`config.mk`:
```
export PLATFORM = sky130hd
export DESIGN_NAME = net_arbiter
export DESIGN_NICKNAME = d
export VERILOG_FILES = /design/src/rtl/net_pkg.sv /design/src/rtl/rr_pick.sv /design/src/rtl/net_arbiter.sv
export SDC_FILE = /design/constraint.sdc
export NUM_CORES = 1
export LEC_CHECK = 0
export ABC_AREA = 1
export CORE_MARGIN = 4
export CORE_UTILIZATION = 50
export DETAILED_ROUTE_END_ITERATION = 6
export GPL_ROUTABILITY_DRIVEN = 0
export PLACE_DENSITY_LB_ADDON = 0.05
export SYNTH_ARGS = -nofsm -noshare
export SYNTH_HDL_FRONTEND = slang
export SYNTH_SLANG_ARGS = --single-unit
```
`constraint.sdc`:
```
create_clock -name clk -period 1.9 [get_ports clk]
set_input_delay 0.38 -clock clk [delete_from_list [all_inputs] [get_ports clk]]
set_output_delay 0.38 -clock clk [all_outputs]
set_load 0.005 [all_outputs]
```
`src/rtl/net_pkg.sv`:
```
// Shared select codes, arbiter state type and index-to-select mapping for the
// three-port channel arbiter.
package net_pkg;

  localparam logic [1:0] SEL_P0   = 2'b10;
  localparam logic [1:0] SEL_P1   = 2'b01;
  localparam logic [1:0] SEL_P2   = 2'b00;
  localparam logic [1:0] SEL_NONE = 2'b11;

  typedef enum logic {
    IDLE,
    OWN
  } arb_state_e;

  function automatic logic [1:0] idx_to_sel(input logic [1:0] idx);
    logic [1:0] sel;
    unique case (idx)
      2'd0:    sel = SEL_P0;
      2'd1:    sel = SEL_P1;
      2'd2:    sel = SEL_P2;
      default: sel = SEL_NONE;
    endcase
    return sel;
  endfunction

endpackage

```
`src/rtl/rr_pick.sv`:
```
// Combinational round-robin search over three requesters, starting just after
// the last owner and wrapping back to it.
module rr_pick (
  input  logic [2:0] req_i,
  input  logic [1:0] last_i,
  output logic       found_o,
  output logic [1:0] idx_o
);

  logic [1:0] ord [3];

  always_comb begin
    unique case (last_i)
      2'd0:    ord = '{2'd1, 2'd2, 2'd0};
      2'd1:    ord = '{2'd2, 2'd0, 2'd1};
      default: ord = '{2'd0, 2'd1, 2'd2};
    endcase
  end

  always_comb begin
    found_o = 1'b0;
    idx_o   = 2'd0;
    for (int k = 0; k < 3; k++) begin
      if (!found_o && req_i[ord[k]]) begin
        found_o = 1'b1;
        idx_o   = ord[k];
      end
    end
  end

endmodule

```
`src/rtl/net_arbiter.sv`:
```
// Round-robin arbiter for one shared channel: grants only requesting ports,
// holds while the owner requests, and bounds tenure to MAX_HOLD under contention.
module net_arbiter
  import net_pkg::*;
#(
  parameter int unsigned MAX_HOLD = 4
) (
  input  logic       clk,
  input  logic       reset,
  input  logic [2:0] req,
  output logic [2:0] gnt,
  output logic [1:0] s,
  output logic       busy
);

  localparam logic [3:0] MaxHold = 4'(MAX_HOLD);

  arb_state_e state_q, state_d;
  logic [2:0] gnt_q, gnt_d;
  logic [1:0] s_q, s_d;
  logic       busy_q, busy_d;
  logic [1:0] last_q, last_d;
  logic [3:0] hold_q, hold_d;

  logic [2:0] owner_mask;
  logic [2:0] pick_mask;
  logic       found;
  logic [1:0] win;
  logic       grant_new;

  // While owning, last_q is the owner; exclude it so handoffs go to someone else.
  assign owner_mask = (state_q == OWN) ? (3'b001 << last_q) : 3'b000;
  assign pick_mask  = req & ~owner_mask;

  rr_pick u_rr_pick (
    .req_i   (pick_mask),
    .last_i  (last_q),
    .found_o (found),
    .idx_o   (win)
  );

  always_comb begin
    state_d   = state_q;
    last_d    = last_q;
    hold_d    = hold_q;
    grant_new = 1'b0;

    unique case (state_q)
      IDLE: begin
        if (found) grant_new = 1'b1;
      end
      OWN: begin
        if (!req[last_q] || (hold_q == MaxHold && found)) begin
          if (found) begin
            grant_new = 1'b1;
          end else begin
            state_d = IDLE;
            hold_d  = 4'd0;
          end
        end else if (hold_q != MaxHold) begin
          hold_d = hold_q + 4'd1;
        end
      end
      default: state_d = IDLE;
    endcase

    if (grant_new) begin
      state_d = OWN;
      last_d  = win;
      hold_d  = 4'd1;
    end

    gnt_d  = (state_d == OWN) ? (3'b001 << last_d) : 3'b000;
    s_d    = (state_d == OWN) ? idx_to_sel(last_d) : SEL_NONE;
    busy_d = (state_d == OWN);
  end

  always_ff @(posedge clk) begin
    if (reset) begin
      state_q <= IDLE;
      gnt_q   <= 3'b000;
      s_q     <= SEL_NONE;
      busy_q  <= 1'b0;
      last_q  <= 2'd2;
      hold_q  <= 4'd0;
    end else begin
      state_q <= state_d;
      gnt_q   <= gnt_d;
      s_q     <= s_d;
      busy_q  <= busy_d;
      last_q  <= last_d;
      hold_q  <= hold_d;
    end
  end

  assign gnt  = gnt_q;
  assign s    = s_q;
  assign busy = busy_q;

endmodule

```
==> summary.txt <==
Clock tree
  • Post-cts resize count: 0
  • Clk buf depth: 2
  • CTS tree: built
  • CTS Buf Count: 3
  • Clock root cell: clkbuf_4
  • H-tree levels: 1
  • CTS Hold Buffers Added: 0
  • CTS clk-pin slew, worst paths: roughly 0.07 ns
  • Setup Buffers After CTS: 0
  • Num Clock Sinks: 12
  • Clock Latency Late Sink: 0.27 ns

Placement
  • Post-Place Cells: approximately 140
  • Detailed placement HPWL: approximately 1.3 mm
  • PortBufs: 10

Final layout
  • Layout Cells excl Fill: ~150
  • Area grow syn2layout: 22.5%
  • Share of cells above drive strength 1: 0.168
  • N_diodes: 0
  • Layout net count: 139

STA
  • Setup_tns: 0 ns
  • Final period utilization: 0.886
  • Headroom to the max-slew limit: 0.812
  • Slew @ Worst Pin: around 0.28 ns
  • RSZ-0062 raised after global routing: false
  • F_max: slightly below 600 MHz
  • Post-route minimum period: approximately 1.7 ns
  • Clock Skew: about 0.0018 ns
  • Hold slack: about 0.52 ns
  • Slew Viols, Final: 0
  • Setup-failing EPs final: 0
  • Hold Vio Cnt, Final: 0

Critical path
  • Crit end category: output pin
  • Maximum fanout along the worst path: 6
  • Startpoint Class: flip-flop
  • Crit path max-delay cell type: clkdlybuf4s50_1
  • Crit path buf inv count: 1
  • Critical path's top delay family: buffers and inverters
  • CP Cell Sequence: clkdlybuf4s50_1
  • Critical setup path kind: flip-flop to output pin
  • Reg-to-reg setup timing slack: between 0.3 and 0.4 ns
  • Max incr delay on CP: 0.57 ns
  • Cell count along the critical path: 1
  • Worst reg2reg path startpoint: last_q[1]$_SDFF_PP1_
  • Critical Path End: busy
  • R2R Path End: gnt[0]$_SDFF_PP0_
  • R2R cell count: 10
  • Worst EP arrival: 1.30 ns
  • Critical path origin: busy$_SDFF_PP0_
  • Req. time, crit path: between 1.5 and 2 ns

Synthesis
  • Post-synthesis xor/xnor area fraction: 0.0227
  • Synth cell types: 19
  • Synth Area in Compound Gates: 0.0665
  • Adder-Cell Fraction of Synth Area: 0.0324
  • Largest family of logic cells by synthesized area: simple AND/OR/NAND/NOR gates
  • Mapped Cells: around 110
  • Yosys Warn Count: 0
  • Synth Area in Simple Gates: 0.470
  • Post-synthesis mux area share: 0
  • Sequential area share after synthesis: 0.311
  • Post-synthesis net count: 121
  • Mapped Area: 772 sq um
  • Syn avg cell area: ~6.8 sq um
  • Yosys reg bits: 12

Detailed routing
  • Iter 0 DRT Violations: 27
  • Final WL: between 1.5 and 2 mm
  • Vias per inst: slightly above 5
  • Detailed Routing Iterations Pass 1: 4
  • Vias: 747
  • DR WL/cell: about 11 microns
  • Final ANT Viol Nets: 0
  • Drt drc: 0

Power
  • Clk pwr share: 0.196
  • Sw Pwr: between 300 and 400 uW
  • Leakage: between 0.0004 and 0.0005 uW
  • Comb power frac: 0.459
  • Peak supply drop: roughly 0.86 mV
  • Sw frac: 0.383
  • PwrDens: 1060 nW/um^2
  • P_int: about 620 uW
  • Sequential Power Share: 0.345

GRT
  • M2 GR Usage: 0.259
  • Grt met3 use: 0.0766
  • Pin count of the biggest net entering global routing: 8
  • Global-route wire length before repair: 2.76 mm
  • Antenna violations before repair: 0
  • Global route overflow: 0
  • Top Usage Layer GRT: met2
  • GR Util met1: 0.239
  • GRT Overall Usage: 0.176
  • Vias in the first global route: around 640

Die
  • Die H: 47.3 microns
  • Core Box Area: between 1000 and 1500 sq um
  • Row count: 13
  • Starting Density: 0.558
  • Die area: ~2200 sq um
  • Chip width: approximately 47 microns
  • I/O pins: 11

Status
  • Outcome: completed

Job
  • Max-Cap Viols: 0

Hold path
  • Hold depth: 2
  • Hold WC Path Type: flip-flop to flip-flop
## how the worst min path moves through the flow
stage / startpoint / endpoint / slack [ns]
after CTS: hold_q[1]$_SDFFE_PP0P_ / hold_q[1]$_SDFFE_PP0P_ / 0.53
after detailed placement: hold_q[1]$_SDFFE_PP0P_ / hold_q[1]$_SDFFE_PP0P_ / 0.52
final: hold_q[1]$_SDFFE_PP0P_ / hold_q[1]$_SDFFE_PP0P_ / 0.52
after floorplan: reset / hold_q[0]$_SDFFE_PP0P_ / 0.45
after global routing: hold_q[3]$_SDFFE_PP0P_ / hold_q[3]$_SDFFE_PP0P_ / 0.56
after global placement: hold_q[1]$_SDFFE_PP0P_ / hold_q[1]$_SDFFE_PP0P_ / 0.51
## per-stage QoR
stage	utilization	total power, uW	area [sq um]	setup slack (ns)
6_report	0.684	999	946	0.216
5_1_grt	0.684	1090	946	0.0987
4_1_cts	0.684	1010	946	0.182
3_5_place_dp	0.658	809	910	-0.0213
3_3_place_gp	0.658	803	910	0.0315
2_1_floorplan	-	654	772	0.529
## registers in the layout, summed over array words and instances, names as in the netlist
| name | flops |
|---|---|
| busy | 1 |
| gnt | 3 |
| hold_q | 4 |
| last_q | 2 |
| s | 2 |
## cells in the mapped netlist
master | n | area, sq um
nand2_1 | 30 | 113
nand3_1 | 19 | 95.1
inv_1 | 16 | 60.1
dfxtp_1 | 12 | 240
a21oi_1 | 7 | 35.0
nor2_1 | 7 | 26.3
nor2_2 | 4 | 25.0
nand2_2 | 3 | 18.8
ha_1 | 2 | 25.0
nand3_4 | 2 | 35.0
nand4_1 | 2 | 12.5
nor2_4 | 2 | 22.5
xor2_1 | 2 | 17.5
a211oi_1 | 1 | 7.51
buf_6 | 1 | 11.3
inv_2 | 1 | 3.75
nand3_2 | 1 | 10.0
nor3_1 | 1 | 5.00
o21ai_2 | 1 | 8.76
## layer usage
layer / vias to the layer above / part of all wire
met5: - / 0
met4: 0 / 0.0038
met3: 2 / 0.062
met2: 19 / 0.45
met1: 327 / 0.48
li1: 399 / -
## cell type report
cell class,instances,area [sq um]
multi-input combinational,84,457
fill,131,437
sequential,12,240
timing repair buffer,14,130
inverter,17,63.8
clock buffer,4,36.3
tap,15,18.8
## power groups by stage
stage          clock (uW)  sequential, uW  combinational, uW
2_1_floorplan           0             342                312
3_3_place_gp            0             350                453
3_5_place_dp            0             351                458
4_1_cts               204             344                461
5_1_grt               217             354                517
6_report              196             345                458
## cells in the final DEF, fill, tap and decap left out
| master | count |
|---|---|
| a21oi_1 | 7 |
| nor2_4 | 2 |
| dfxtp_1 | 12 |
| inv_2 | 1 |
| inv_1 | 16 |
| o21ai_2 | 1 |
| nand3_1 | 19 |
| nand2_2 | 3 |
| nand4_1 | 2 |
| xor2_1 | 2 |
| nand3_4 | 2 |
| clkbuf_4 | 3 |
| clkdlybuf4s50_1 | 10 |
| buf_4 | 4 |
| nor2_1 | 7 |
| nand2_1 | 30 |
| nor2_2 | 4 |
| a211oi_1 | 1 |
| nor3_1 | 1 |
| ha_1 | 2 |
| nand3_2 | 1 |
| clkbuf_8 | 1 |
## cell families (layout without fill, tap and decap cells)
kind of cell,count (synthesis),in the layout
AOI/OAI and AO/OA,9,9
DFF,12,12
adders and majority gates,2,2
buffers and inverters,18,35
xor gates and xnor gates,2,2
and+or+nand+nor,71,71
No activity file was read; power rests on OpenSTA's default activity.
